--- src/rtl/uart_rx.sv ---
// rtl/uart_rx.sv - UART receiver: 2-flop synchroniser, mid-bit sampling, parity/stop checks
// Each received word is presented with a one-cycle valid strobe and sticky-until-next error flags.
module uart_rx #(
   parameter int RATIO_REG_SIZE = 8,
   parameter int DATA_BITS      = 8
) (
   input  logic                      clk,
   input  logic                      reset_n,
   input  logic [RATIO_REG_SIZE-1:0] ratio,
   input  logic                      rx_enb,
   input  logic                      parity_en,
   input  logic                      parity_odd,
   input  logic                      UART_RX,
   output logic                      busy,
   output logic                      valid,
   output logic [DATA_BITS-1:0]      data,
   output logic                      parity_err,
   output logic                      frame_err
);

   localparam int IDX_W = (DATA_BITS > 1) ? $clog2(DATA_BITS) : 1;

   typedef enum logic [2:0] {
      S_IDLE,
      S_START,
      S_DATA,
      S_PARITY,
      S_STOP,
      S_BREAK
   } state_t;

   state_t                    state;
   state_t                    state_next;
   logic                      rx_m;
   logic                      rx_s;
   logic [RATIO_REG_SIZE-1:0] ratio_reg;
   logic [RATIO_REG_SIZE-1:0] ratio_clamped;
   logic [RATIO_REG_SIZE-1:0] half;
   logic [RATIO_REG_SIZE-1:0] prescaler;
   logic [IDX_W-1:0]          bit_idx;
   logic [DATA_BITS-1:0]      data_sr;
   logic                      par_en_r;
   logic                      par_odd_r;
   logic                      par_err_r;
   logic                      sample_pt;
   logic                      last_bit;
   logic                      start_det;

   // Ratios below 2 would leave no distinct mid-bit sample point.
   assign ratio_clamped = (ratio < RATIO_REG_SIZE'(2)) ? RATIO_REG_SIZE'(2) : ratio;
   assign half          = ratio_reg >> 1;
   assign sample_pt     = (prescaler == half);
   assign last_bit      = (bit_idx == IDX_W'(DATA_BITS - 1));
   assign busy          = (state == S_START) || (state == S_DATA) ||
                          (state == S_PARITY) || (state == S_STOP) || valid;

   always_comb begin
      state_next = state;
      start_det  = 1'b0;
      case (state)
         S_IDLE: begin
            if (rx_enb && !rx_s) begin
               start_det  = 1'b1;
               state_next = S_START;
            end
         end
         S_START: begin
            if (sample_pt) begin
               state_next = rx_s ? S_IDLE : S_DATA;
            end
         end
         S_DATA: begin
            if (sample_pt && last_bit) begin
               state_next = par_en_r ? S_PARITY : S_STOP;
            end
         end
         S_PARITY: begin
            if (sample_pt) begin
               state_next = S_STOP;
            end
         end
         S_STOP: begin
            if (sample_pt) begin
               state_next = rx_s ? S_IDLE : S_BREAK;
            end
         end
         S_BREAK: begin
            // A held-low line must be released before another start can be seen.
            if (rx_s) begin
               state_next = S_IDLE;
            end
         end
         default: state_next = S_IDLE;
      endcase
   end

   always_ff @(posedge clk) begin
      if (!reset_n) begin
         rx_m       <= 1'b1;
         rx_s       <= 1'b1;
         state      <= S_IDLE;
         ratio_reg  <= RATIO_REG_SIZE'(2);
         prescaler  <= '0;
         bit_idx    <= '0;
         data_sr    <= '0;
         par_en_r   <= 1'b0;
         par_odd_r  <= 1'b0;
         par_err_r  <= 1'b0;
         valid      <= 1'b0;
         data       <= '0;
         parity_err <= 1'b0;
         frame_err  <= 1'b0;
      end else begin
         rx_m  <= UART_RX;
         rx_s  <= rx_m;
         state <= state_next;
         valid <= 1'b0;

         if (start_det) begin
            prescaler <= '0;
         end else if (prescaler >= ratio_reg - RATIO_REG_SIZE'(1)) begin
            prescaler <= '0;
         end else begin
            prescaler <= prescaler + RATIO_REG_SIZE'(1);
         end

         if (start_det) begin
            ratio_reg <= ratio_clamped;
            par_en_r  <= parity_en;
            par_odd_r <= parity_odd;
            bit_idx   <= '0;
         end

         if (state == S_DATA && sample_pt) begin
            data_sr[bit_idx] <= rx_s;
            bit_idx          <= bit_idx + 1'b1;
         end

         if (state == S_PARITY && sample_pt) begin
            par_err_r <= ((^data_sr) ^ rx_s) != par_odd_r;
         end

         if (state == S_STOP && sample_pt) begin
            valid      <= 1'b1;
            data       <= data_sr;
            parity_err <= par_en_r & par_err_r;
            frame_err  <= ~rx_s;
         end
      end
   end

endmodule

--- config.mk ---
export PLATFORM = sky130hd
export DESIGN_NAME = uart_rx
export DESIGN_NICKNAME = d
export VERILOG_FILES = /design/src/rtl/uart_rx.sv
export SDC_FILE = /design/constraint.sdc
export NUM_CORES = 1
export LEC_CHECK = 0
export ABC_AREA = 1
export CAP_MARGIN = 25
export CORE_UTILIZATION = 50
export DETAILED_ROUTE_END_ITERATION = 10
export PLACE_DENSITY = 0.72
export SYNTH_ARGS = -nofsm -noshare
export SYNTH_HDL_FRONTEND = slang
export SYNTH_SLANG_ARGS = --single-unit
export TNS_END_PERCENT = 30
--- constraint.sdc ---
create_clock -name clk -period 2.5 [get_ports clk]
set_input_delay 0.25 -clock clk [delete_from_list [all_inputs] [get_ports clk]]
set_output_delay 0.25 -clock clk [all_outputs]
set_load 0.05 [all_outputs]
## Yosys cells after proc, flatten, opt, wreduce, memory -nomap -nowiden

Cells that the tools add are included.

- Bits in registers: 46
- Input port bits: 14
- Word-level logic and storage cells: 74

- Add/sub/neg operators: 3
- Magnitude comparators: 4
- Equality and inequality tests: 14
- Multiplexer cells: 19
- Bitwise gates (word level): 4
- Reduce and logical (&&, ||, !) cells: 16

Operator list:

| cell | count |
|---|---|
| two-way mux 3 bit | 10 |
| one-hot mux 3 bit (6 select lines) | 1 |
| inequality test 2 bit, second input constant | 6 |
| equality test 3 bit, second input constant | 3 |
| adder 8 x 1 -> 8 bit, second input constant | 1 |
| bitwise mux 8 bit | 1 |
| equality test 8 x 7 -> 1 bit | 1 |
| >= comparator 8 bit | 1 |
| < comparator 8 x 2 -> 1 bit, second input constant | 1 |
| two-way mux 8 bit | 1 |
| XOR reduction 8 bit | 1 |
| subtractor 8 x 1 -> 8 bit, second input constant | 1 |
| equality test 3 x 2 -> 1 bit, second input constant | 2 |
| logical AND 1 bit | 6 |
| AND reduction 6 bit | 1 |
| logical OR 1 bit | 4 |
| < comparator 3 x 4 -> 1 bit, second input constant | 1 |
| two-way mux 1 bit | 4 |
| adder 3 x 1 -> 3 bit, second input constant | 1 |
| demux 1 bit (select 3 bit) | 1 |
| equality test 3 x 1 -> 1 bit, second input constant | 1 |
| >= comparator 3 x 1 -> 1 bit, second input constant | 1 |
| logical NOT 3 bit | 1 |
| OR reduction 3 bit | 1 |
| other kinds (7) | 8 |

## Logic depth before layout (Yosys ltp)

Gate-level depths: netlist (run 1).

- Depth after elaboration: 6
- Gate-level depth with buffers: 12
- Gate-level depth less buffers: 12

## Worst setup path before layout (run 1)

No wires, ideal clock.

- Kind: register to register
- Start point: register ratio_reg[0]
- End point: register prescaler[3]
- Data arrival time: 1.924 ns
- Slack: 0.501 ns
- Stages on the path, launching flop included: 12
- Buffers on the path: 0
- Clock period less this slack: 1.999 ns
- Cells stage by stage: dfxtp_1 > inv_1 > ha_1 > nand3_1 > nor3_1 > xor2_1 > ha_1 > nand2_1 > nor2_1 > a211oi_1 > nand4_1 > a21oi_1

- Cells in the longest elaborated chain, start to end: 3

Ends and longest elaborated chain:

| item | RTL line | RTL |
|---|---|---|
| start, declared | 36 | `logic [RATIO_REG_SIZE-1:0] ratio_reg;` |
| start signal, assigned | 128 | `ratio_reg <= ratio_clamped;` |
| subtractor 8 x 1 -> 8 bit | 121 | `end else if (prescaler >= ratio_reg - RATIO_REG_SIZE'(1)) begin` |
| >= comparator 8 bit | 121 |  |
| OR reduction 3 bit (no source line) | - |  |
| end signal, assigned | 124 | `prescaler <= prescaler + RATIO_REG_SIZE'(1);` |
| end, declared | 39 | `logic [RATIO_REG_SIZE-1:0] prescaler;` |

Every way passes these cells.
A chain may end at the register's enable or synchronous reset.

## Worst setup path in the final report (run 1)

Ends and elaborated chain as after synthesis.

==> impl_metrics.env, run 1 <==
export IMPL_leakagePower_nw=1.15
export IMPL_routed_via_density=5.06
export IMPL_chipHeight_um=72.2
export IMPL_synthesis_area_per_instance_um2=7.31
export IMPL_min_cycle_time_layout_ns=2.27
export IMPL_cp_required_ns=2.73
export IMPL_cts_resized=0
export IMPL_synth_seq_area_share=0.374
export IMPL_grt_first_pass_wirelength_um=8960
export IMPL_detailedPlacementHpwl_um=3920
export IMPL_timing_clock_skew_ns=0.00949
export IMPL_post_route_cells_drive_above_1_share=0.0937
export IMPL_cellPowerDensity_mw_per_mm2=692
export IMPL_finalSetupViolations=0
export IMPL_fin_cells=430
export IMPL_place_gp_congestion=0.922
export IMPL_dr_total_vias=2175
export IMPL_tritoncts="done"
export IMPL_synth_adder_area_share=0.0609
export IMPL_hold_buffers=0
export IMPL_fin_hold_ws_ns=0.422
export IMPL_grt_most_used_layer="met2"
export IMPL_hold_viol_final=0
export IMPL_netlist_cell_type_count=31
export IMPL_rsz0062_at_grt="no"
export IMPL_finalWirelength_um=5180
export IMPL_synthesized_netlist_cell_count=337
export IMPL_route_antenna_remaining_nets=0
export IMPL_synth_top_family_by_area="simple AND/OR/NAND/NOR gates"
export IMPL_number_of_placed_instances_taps_included=422
export IMPL_htree_num_levels=2
export IMPL_ctsRootBufferMaster="sky130_fd_sc_hd__clkbuf_8"
export IMPL_ys_ff_latch=46
export IMPL_port_buffers=25
export IMPL_proportion_of_synthesized_area_in_mux_cells=0
export IMPL_finalCoreUtilization=0.602
export IMPL_insertedDiodeCount=0
export IMPL_syn_num_nets=363
export IMPL_mappedNetlistArea_mm2=0.00246
export IMPL_number_of_antenna_violations_at_the_first_check_in_global_routing=0
export IMPL_globalRouteOverflowTotal=0
export IMPL_layout_nets=388
export IMPL_status="complete, no violations"
export IMPL_start_util=0.522
export IMPL_synth_warnings=0
export IMPL_critPathKind="flip-flop to flip-flop"
export IMPL_holdCritPathClass="flip-flop to flip-flop"
export IMPL_ios=26
export IMPL_initialDrtViolationCount=111
export IMPL_most_frequent_cells_in_the_layout="sky130_fd_sc_hd__nand2_1, sky130_fd_sc_hd__dfxtp_1, sky130_fd_sc_hd__nor2_1, sky130_fd_sc_hd__inv_1, sky130_fd_sc_hd__a21oi_1"
export IMPL_grt_max_degree=24
export IMPL_slew_headroom=0.600
export IMPL_cts_buffers=5
export IMPL_drt_first_pass_iters=4
export IMPL_peak_freq_mhz=440
export IMPL_clkSinkCount=46
export IMPL_worst_skew_pair_late_latency_ns=0.30
export IMPL_cp_most_frequent_cell="sky130_fd_sc_hd__ha_1"
export IMPL_end_kind="flip-flop"
export IMPL_fillers=420
export IMPL_row_count=25
export IMPL_worst_pin_slew_ns=0.599
export IMPL_timing_critical_path_fanout_max=8
export IMPL_finalSetupTns_ns=0
export IMPL_slowest_stage="sky130_fd_sc_hd__dfxtp_1"
export IMPL_timing_final_max_slew_violations=0
export IMPL_min_period_over_period=0.909
export IMPL_post_cts_setup_buffer_count=0
export IMPL_global_route_usage_met1=0.310
export IMPL_clk_pin_slew_ns=0.09
export IMPL_via_count_of_the_first_global_routing_pass=1992
export IMPL_ir_worst_vdd_mv=0.330
export IMPL_die_area_mm2=0.00521
export IMPL_synth_compound_area_share=0.112
export IMPL_die_width_um=72.2
export IMPL_total_power_mw=1.97
export IMPL_grt_util_met3=0.0458
export IMPL_critical_path_max_stage_delay_ns=0.31
export IMPL_layout_cells_most_common="sky130_fd_sc_hd__nand2_1"
export IMPL_synthToLayoutAreaGrowth_pct=15.4
export IMPL_core_area_mm2=0.00472
export IMPL_crit_path_cell_trace="inv_1 -> ha_1 -> nand3_1 -> nor3_1 -> xor2_1 -> ha_1 -> nand2_1 -> nor2_1 -> a211oi_1 -> nand4_1 -> a21oi_1"
export IMPL_number_of_drc_violations_after_detailed_routing=0
export IMPL_startpoint_types="flip-flop"
export IMPL_maxCapViolations=0
export IMPL_route_detailed_wl_per_inst_um=12.0
export IMPL_groute_usage_overall=0.220
export IMPL_cts_buffer_depth=2
export IMPL_post_synth_xor_area_fraction=0.0604
export IMPL_met2_track_utilization_from_global_routing=0.340
export IMPL_timing_critical_path_arrival_ns=2.50
export IMPL_post_synth_and_or_nand_nor_area_fraction=0.304
path summary, 6_finish.rpt:
| check | endpoint | slack [ns] | start | cells past startpoint |
|---|---|---|---|---|
| max | prescaler[3] | 0.23 | ratio_reg[0] | 11 |
| min | rx_s | 0.42 | rx_m | 1 |
| max reg2reg | prescaler[3] | 0.23 | ratio_reg[0] | 11 |
| min reg2reg | rx_s | 0.42 | rx_m | 1 |
power by group:
group	internal [mW]	switching [mW]	total [mW]	leakage, nW
Clock	0.197	0.260	0.456	0.0441
Sequential	0.784	0.0732	0.857	0.372
Combinational	0.239	0.415	0.654	0.738
cell type report:
class | instances | area [µm²] | share of cell area
clock buffer | 5 | 68.8 | 0.0242
inverter | 44 | 165 | 0.0581
clock inverter | 3 | 21.3 | 0.00748
sequential | 46 | 921 | 0.324
multi-input combinational | 239 | 1320 | 0.465
tap | 67 | 83.8 | 0.0295
timing repair buffer | 26 | 260 | 0.0915
kinds of logic (layout without fill, tap and decap cells):
| kind of cell | after synthesis | count (layout) |
|---|---|---|
| AOI/OAI and AO/OA | 52 | 52 |
| DFF | 46 | 46 |
| and+or+nand+nor | 158 | 158 |
| xor gates and xnor gates | 17 | 17 |
| buffers and inverters | 52 | 78 |
| adders and majority gates | 12 | 12 |
layer usage:
metal | up-vias | routed length [µm]
li1 | 1157 | -
met1 | 964 | 2640
met2 | 46 | 2220
met3 | 8 | 254
met4 | 0 | 68
met5 | - | 0
worst max-delay path: cells and delay by family, from the launching register on:
family                   cells  cell delay (ns)
AND/OR/NAND/NOR              5             0.76
adder cells (fa/ha/maj)      2             0.44
AO/OA/AOI/OAI                2             0.39
flip-flops                   1             0.31
XOR/XNOR                     1             0.17
buffers and inverters        1             0.13
Yosys cell counts:
| cell type | instances | area share |
|---|---|---|
| sky130_fd_sc_hd__clkbuf_1 | 3 | 0.0046 |
| sky130_fd_sc_hd__a211oi_1 | 1 | 0.0030 |
| sky130_fd_sc_hd__nand4_1 | 18 | 0.046 |
| sky130_fd_sc_hd__nand3b_1 | 1 | 0.0030 |
| sky130_fd_sc_hd__nand3_2 | 2 | 0.0081 |
| sky130_fd_sc_hd__a211oi_2 | 1 | 0.0051 |
| sky130_fd_sc_hd__nand3_1 | 22 | 0.045 |
| sky130_fd_sc_hd__dfxtp_1 | 46 | 0.37 |
| sky130_fd_sc_hd__o21ai_0 | 21 | 0.043 |
| sky130_fd_sc_hd__nor2_2 | 3 | 0.0076 |
| sky130_fd_sc_hd__xor2_1 | 9 | 0.032 |
| sky130_fd_sc_hd__nor3_2 | 1 | 0.0041 |
| sky130_fd_sc_hd__buf_2 | 2 | 0.0041 |
| sky130_fd_sc_hd__xnor2_1 | 8 | 0.028 |
| sky130_fd_sc_hd__nor3_1 | 6 | 0.012 |
| sky130_fd_sc_hd__o211ai_1 | 2 | 0.0061 |
| sky130_fd_sc_hd__inv_2 | 10 | 0.015 |
| sky130_fd_sc_hd__or2_2 | 3 | 0.0076 |
| sky130_fd_sc_hd__inv_1 | 33 | 0.050 |
| sky130_fd_sc_hd__or2_1 | 1 | 0.0025 |
| sky130_fd_sc_hd__nor3_4 | 1 | 0.0066 |
| sky130_fd_sc_hd__o21ai_1 | 2 | 0.0041 |
| sky130_fd_sc_hd__ha_1 | 12 | 0.061 |
| sky130_fd_sc_hd__clkinv_1 | 1 | 0.0015 |
| sky130_fd_sc_hd__nor2_1 | 40 | 0.061 |
| sky130_fd_sc_hd__nand2_2 | 2 | 0.0051 |
| sky130_fd_sc_hd__nand2_1 | 55 | 0.084 |
| sky130_fd_sc_hd__a21oi_1 | 25 | 0.051 |
| sky130_fd_sc_hd__buf_6 | 3 | 0.014 |
| sky130_fd_sc_hd__and2_1 | 1 | 0.0025 |
| sky130_fd_sc_hd__nor2_4 | 2 | 0.0091 |
metrics by stage:
step	setup WS (ns)	instance area, µm²
final	0.228	2840
after global routing	0.000490	2840
after CTS	0.0935	2840
after detailed placement	0.251	2750
after global placement	0.313	2750
after floorplan	0.501	2460
(Power assumes the default switching activity.)
==> inputs of run 2 (changes only) <==
--- a/config.mk
+++ b/config.mk
@@ -5,11 +5,11 @@
 export SDC_FILE = /design/constraint.sdc
 export NUM_CORES = 1
 export LEC_CHECK = 0
-export ABC_AREA = 1
+export ABC_AREA = 0
 export CAP_MARGIN = 25
 export CORE_UTILIZATION = 50
 export DETAILED_ROUTE_END_ITERATION = 10
-export PLACE_DENSITY = 0.72
+export PLACE_DENSITY = 0.78
 export SYNTH_ARGS = -nofsm -noshare
 export SYNTH_HDL_FRONTEND = slang
 export SYNTH_SLANG_ARGS = --single-unit
==> impl_metrics.env, run 2 <==
export IMPL_leakagePower_nw=1.18
export IMPL_die_area_mm2=0.00518
export IMPL_post_cts_setup_buffer_count=0
export IMPL_drt_first_pass_iters=4
export IMPL_dr_wl_met3_um=166
export IMPL_cts_resized=0
export IMPL_route_detailed_wl_per_inst_um=13.1
export IMPL_netlist_cell_type_count=47
export IMPL_cts_buffers=5
export IMPL_layout_area_seq_um2=921
export IMPL_die_width_um=72.0
export IMPL_synth_top_area_cell="sky130_fd_sc_hd__dfxtp_1"
export IMPL_post_route_cells_drive_above_1_share=0.0762
export IMPL_ir_worst_vdd_mv=0.331
export IMPL_cp_required_ns=2.74
export IMPL_cellPowerDensity_mw_per_mm2=603
export IMPL_rsz0062_at_grt="no"
export IMPL_clkSinkCount=46
export IMPL_timing_critical_path_arrival_ns=2.55
export IMPL_number_of_drc_violations_after_detailed_routing=0
export IMPL_via_count_of_the_first_global_routing_pass=1778
export IMPL_synth_seq_area_share=0.376
export IMPL_slew_headroom=0.602
export IMPL_ios=26
export IMPL_timing_clock_skew_ns=0.0105
export IMPL_insertedDiodeCount=0
export IMPL_htree_num_levels=2
export IMPL_finalWirelength_um=4840
export IMPL_fillers=415
export IMPL_worst_skew_pair_late_latency_ns=0.31
export IMPL_row_count=25
export IMPL_yosys_area_top_type_share=0.376
export IMPL_initialDrtViolationCount=93
export IMPL_status="complete, no violations"
export IMPL_synth_warnings=0
export IMPL_chipHeight_um=72.0
export IMPL_slowest_stage="sky130_fd_sc_hd__or4_1"
export IMPL_min_cycle_time_layout_ns=2.31
export IMPL_synth_top_area_cells="sky130_fd_sc_hd__dfxtp_1, sky130_fd_sc_hd__ha_1, sky130_fd_sc_hd__mux2i_1"
export IMPL_synthesis_area_per_instance_um2=8.94
export IMPL_layout_cells_most_common="sky130_fd_sc_hd__dfxtp_1"
export IMPL_peak_freq_mhz=434
export IMPL_most_frequent_cell_after_synthesis="sky130_fd_sc_hd__dfxtp_1"
export IMPL_route_antenna_remaining_nets=0
export IMPL_multi_input_comb_area_mm2=0.00143
export IMPL_timing_reg2reg_setup_slack_ns=0.19
export IMPL_port_buffers=25
export IMPL_max_layer_used="met4"
export IMPL_tritoncts="done"
export IMPL_globalRouteOverflowTotal=0
export IMPL_maxCapViolations=0
export IMPL_synth_flop_cell="sky130_fd_sc_hd__dfxtp_1"
export IMPL_synth_top_cells_by_count="sky130_fd_sc_hd__dfxtp_1, sky130_fd_sc_hd__nand2_1, sky130_fd_sc_hd__nor2_1"
export IMPL_startpoint_types="flip-flop"
export IMPL_synthToLayoutAreaGrowth_pct=18.3
export IMPL_timing_final_max_slew_violations=0
export IMPL_holdCritPathClass="flip-flop to flip-flop"
export IMPL_number_of_antenna_violations_at_the_first_check_in_global_routing=0
export IMPL_crit_path_cell_trace="or4_1 -> nor4_1 -> xnor2_1 -> ha_1 -> or3_1 -> nand2b_1 -> a21oi_1"
export IMPL_groute_usage_overall=0.197
export IMPL_most_frequent_cells_in_the_layout="sky130_fd_sc_hd__dfxtp_1, sky130_fd_sc_hd__nand2_1, sky130_fd_sc_hd__nor2_1, sky130_fd_sc_hd__clkdlybuf4s50_1, sky130_fd_sc_hd__a21oi_1"
export IMPL_critPathKind="flip-flop to flip-flop"
export IMPL_grt_max_degree=36
export IMPL_timing_critical_path_fanout_max=8
export IMPL_routed_via_density=5.40
export IMPL_place_gp_congestion=0.864
export IMPL_dr_total_vias=1994
export IMPL_syn_num_nets=300
export IMPL_clk_pin_slew_ns=0.09
export IMPL_cts_buffer_depth=2
export IMPL_end_kind="flip-flop"
export IMPL_met2_wirelength_um=2220
export IMPL_met1_length_um=2400
export IMPL_synth_edff_count=0
export IMPL_synthesized_netlist_cell_count=274
export IMPL_start_util=0.518
export IMPL_grt_first_pass_wirelength_um=7940
export IMPL_mappedNetlistArea_mm2=0.00245
export IMPL_hold_viol_final=0
export IMPL_min_period_over_period=0.923
export IMPL_ys_ff_latch=46
export IMPL_ctsRootBufferMaster="sky130_fd_sc_hd__clkbuf_8"
export IMPL_critical_path_max_stage_delay_ns=0.56
export IMPL_finalSetupTns_ns=0
export IMPL_finalCoreUtilization=0.613
export IMPL_core_area_mm2=0.00472
export IMPL_finalSetupViolations=0
export IMPL_layout_nets=327
export IMPL_detailedPlacementHpwl_um=3470
export IMPL_hold_buffers=0
export IMPL_worst_pin_slew_ns=0.592
export IMPL_async_reset_ff_frac=0
[run 2: cell count changes after synthesis, moves of 6 or more]
cell	delta
sky130_fd_sc_hd__nand4_1	-11
sky130_fd_sc_hd__a211oi_1	+8
sky130_fd_sc_hd__inv_2	-10
sky130_fd_sc_hd__nand3_1	-18
sky130_fd_sc_hd__a21oi_1	-6
sky130_fd_sc_hd__o21ai_0	-15
sky130_fd_sc_hd__nor2_1	-14
sky130_fd_sc_hd__inv_1	-23
sky130_fd_sc_hd__nand2_1	-24
sky130_fd_sc_hd__mux2i_1	+15
sky130_fd_sc_hd__xnor2_1	+8
[run 2: cell type report]
type	count	share of cell area
clock buffers	5	0.0238
clock inverters	3	0.0168
inverters	11	0.0143
multi-input cells	205	0.494
flip-flops and latches	46	0.318
well taps	67	0.0289
repair buffers	32	0.105
[run 2: stage by stage]
stage	worst slack, ns	cell area, µm²	hold WS (ns)	std cells	power (mW)
floorplan	0.307	2450	0.312	274	1.07
global placement	0.235	2780	0.399	361	1.18
detailed placement	0.200	2780	0.403	361	1.19
CTS	0.191	2900	0.425	369	1.76
global route	0.0288	2900	0.442	369	1.83
finish	0.194	2900	0.423	369	1.75
[run 2: logic make-up (layout without fill, tap and decap cells)]
logic type,Yosys count,in the layout,synth area share
XOR/XNOR,28,28,0.106
buffers and inverters,23,51,0.0399
AO/OA/AOI/OAI,46,46,0.120
flip-flops,46,46,0.376
multiplexers,17,17,0.0720
adder cells (fa/ha/maj),12,12,0.0613
AND/OR/NAND/NOR,102,102,0.225
[run 2: where the power goes]
group	total, mW	internal (mW)	leakage, nW	switching [mW]
registers	0.797	0.759	0.372	0.0386
logic	0.378	0.162	0.756	0.216
clock network	0.572	0.304	0.0563	0.268
[run 2: final timing paths]
path | endpoint | cells past startpoint | from
max | prescaler[5] | 7 | ratio_reg[2]
min | rx_s | 1 | rx_m
max reg2reg | prescaler[5] | 7 | ratio_reg[2]
min reg2reg | rx_s | 1 | rx_m
[run 2: layer usage]
layer | up-vias | track usage
met5 | - | 0
met4 | 0 | 0.0697
met1 | 939 | 0.259
met2 | 35 | 0.322
met3 | 5 | 0.0431
li1 | 1015 | -
[run 2: worst max-delay path, delay by kind of cell, from the launching register on]
family                   cells  cell delay, ns
adder cells (fa/ha/maj)      1            0.17
AO/OA/AOI/OAI                1            0.10
XOR/XNOR                     1            0.11
flip-flops                   1            0.38
AND/OR/NAND/NOR              4            1.48
==> inputs of run 3 (changes only) <==
--- a/config.mk
+++ b/config.mk
@@ -7,9 +7,13 @@
 export LEC_CHECK = 0
 export ABC_AREA = 0
 export CAP_MARGIN = 25
-export CORE_UTILIZATION = 50
+export CELL_PAD_IN_SITES_DETAIL_PLACEMENT = 1
+export CELL_PAD_IN_SITES_GLOBAL_PLACEMENT = 1
+export CORE_UTILIZATION = 43
 export DETAILED_ROUTE_END_ITERATION = 10
-export PLACE_DENSITY = 0.78
+export GPL_ROUTABILITY_DRIVEN = 0
+export PLACE_DENSITY = 0.85
+export REMOVE_ABC_BUFFERS = 1
 export SYNTH_ARGS = -nofsm -noshare
 export SYNTH_HDL_FRONTEND = slang
 export SYNTH_SLANG_ARGS = --single-unit
==> impl_metrics.env, run 3 (synthesis results as in run 2) <==
export IMPL_status="complete, no violations"
export IMPL_cts_buffer_depth=2
export IMPL_initialDrtViolationCount=75
export IMPL_max_layer_used="met4"
export IMPL_die_area_mm2=0.00600
export IMPL_maxCapViolations=0
export IMPL_finalWirelength_um=5940
export IMPL_most_frequent_cells_in_the_layout="sky130_fd_sc_hd__dfxtp_1, sky130_fd_sc_hd__nand2_1, sky130_fd_sc_hd__nor2_1, sky130_fd_sc_hd__clkdlybuf4s50_1, sky130_fd_sc_hd__a21oi_1"
export IMPL_hold_viol_final=0
export IMPL_number_of_drc_violations_after_detailed_routing=0
export IMPL_start_util=0.445
export IMPL_number_of_antenna_violations_at_the_first_check_in_global_routing=0
export IMPL_met2_wirelength_um=2870
export IMPL_via_count_of_the_first_global_routing_pass=2177
export IMPL_ctsRootBufferMaster="sky130_fd_sc_hd__clkbuf_8"
export IMPL_route_antenna_remaining_nets=0
export IMPL_leakagePower_nw=1.18
export IMPL_hold_buffers=0
export IMPL_end_kind="flip-flop"
export IMPL_core_area_mm2=0.00551
export IMPL_critPathKind="flip-flop to flip-flop"
export IMPL_number_of_placed_instances_taps_included=367
export IMPL_cts_resized=0
export IMPL_layout_nets=328
export IMPL_synthToLayoutAreaGrowth_pct=18.3
export IMPL_finalSetupViolations=0
export IMPL_crit_family="simple AND/OR/NAND/NOR gates"
export IMPL_port_buffers=25
export IMPL_timing_critical_path_fanout_max=8
export IMPL_post_cts_setup_buffer_count=0
export IMPL_cellPowerDensity_mw_per_mm2=574
export IMPL_fillers=653
export IMPL_critical_path_max_stage_delay_ns=0.60
export IMPL_timing_final_max_slew_violations=0
export IMPL_post_route_cells_drive_above_1_share=0.0891
export IMPL_grt_max_degree=36
export IMPL_placed_area_mm2=0.00279
export IMPL_timing_critical_path_arrival_ns=2.59
export IMPL_final_area_mm2=0.00290
export IMPL_crit_path_cell_trace="or4_1 -> nor4_2 -> xnor2_1 -> ha_1 -> or3_1 -> nand2b_1 -> a21oi_1"
export IMPL_grt_first_pass_wirelength_um=10100
export IMPL_drt_first_pass_iters=4
export IMPL_tritoncts="done"
export IMPL_chipHeight_um=77.5
export IMPL_clkSinkCount=46
export IMPL_insertedDiodeCount=0
export IMPL_clk_pin_slew_ns=0.08
export IMPL_startpoint_types="flip-flop"
export IMPL_met1_length_um=2900
export IMPL_dr_total_vias=2071
export IMPL_htree_num_levels=2
export IMPL_min_cycle_time_layout_ns=2.37
export IMPL_route_detailed_wl_per_inst_um=15.8
export IMPL_die_width_um=77.5
export IMPL_worst_pin_slew_ns=0.563
export IMPL_routed_via_density=5.52
export IMPL_slew_headroom=0.623
export IMPL_min_period_over_period=0.946
export IMPL_dr_wl_met3_um=92
export IMPL_detailedPlacementHpwl_um=4270
export IMPL_cp_required_ns=2.72
export IMPL_fin_hold_ws_ns=0.416
export IMPL_row_count=27
export IMPL_slowest_stage="sky130_fd_sc_hd__or4_1"
export IMPL_globalRouteOverflowTotal=0
export IMPL_ios=26
export IMPL_ir_worst_vdd_mv=0.281
export IMPL_holdCritPathClass="flip-flop to flip-flop"
export IMPL_worst_skew_pair_late_latency_ns=0.30
export IMPL_peak_freq_mhz=423
export IMPL_timing_clock_skew_ns=0.00641
export IMPL_critPathBufInv=0
export IMPL_finalCoreUtilization=0.526
export IMPL_fin_cells=375
export IMPL_cts_buffers=5
export IMPL_groute_usage_overall=0.212
export IMPL_layout_cells_most_common="sky130_fd_sc_hd__dfxtp_1"
-- run 3: final cells by class --
class | instances | area, µm² | share of cell area
inverter | 11 | 41.3 | 0.0143
multi-input combinational | 205 | 1440 | 0.497
sequential | 46 | 923 | 0.319
tap | 72 | 90.1 | 0.0311
clock inverter | 1 | 5.00 | 0.00173
clock buffer | 7 | 86.3 | 0.0298
timing repair buffer | 33 | 310 | 0.107
-- run 3: metrics by stage --
stage | setup WS, ns | setup TNS, ns | total power [mW]
4_1_cts | 0.0673 | 0 | 1.66
6_report | 0.135 | 0 | 1.66
2_1_floorplan | 0.347 | 0 | 1.07
3_3_place_gp | 0.227 | 0 | 1.18
3_5_place_dp | 0.0971 | 0 | 1.20
5_1_grt | -0.00276 | -0.00276 | 1.74
-- run 3: layer usage --
metal / track usage / vias up
met1: 0.278 / 1019
met5: 0 / -
met4: 0.0736 / 0
met3: 0.0247 / 7
li1: - / 1016
met2: 0.358 / 29
-- run 3: where the power goes --
part	internal, mW	switching [mW]	total [mW]
combinational	0.168	0.229	0.398
clock	0.223	0.243	0.466
sequential	0.759	0.0406	0.799
-- run 3: worst reg2reg max path: cells and delay by family (launching register included) --
family / cells / cell delay (ns)
compound gates: 1 / 0.13
xor+xnor: 1 / 0.11
fa+ha+maj: 1 / 0.18
flops: 1 / 0.38
simple gates: 4 / 1.49
-- run 3: final timing paths --
check	startpoint	endpoint	slack, ns	depth (start not counted)
setup reg to reg	ratio_reg[2]	prescaler[5]	0.13	7
setup / recovery	ratio_reg[2]	prescaler[5]	0.13	7
hold / removal	rx_m	rx_s	0.42	1
hold reg to reg	rx_m	rx_s	0.42	1
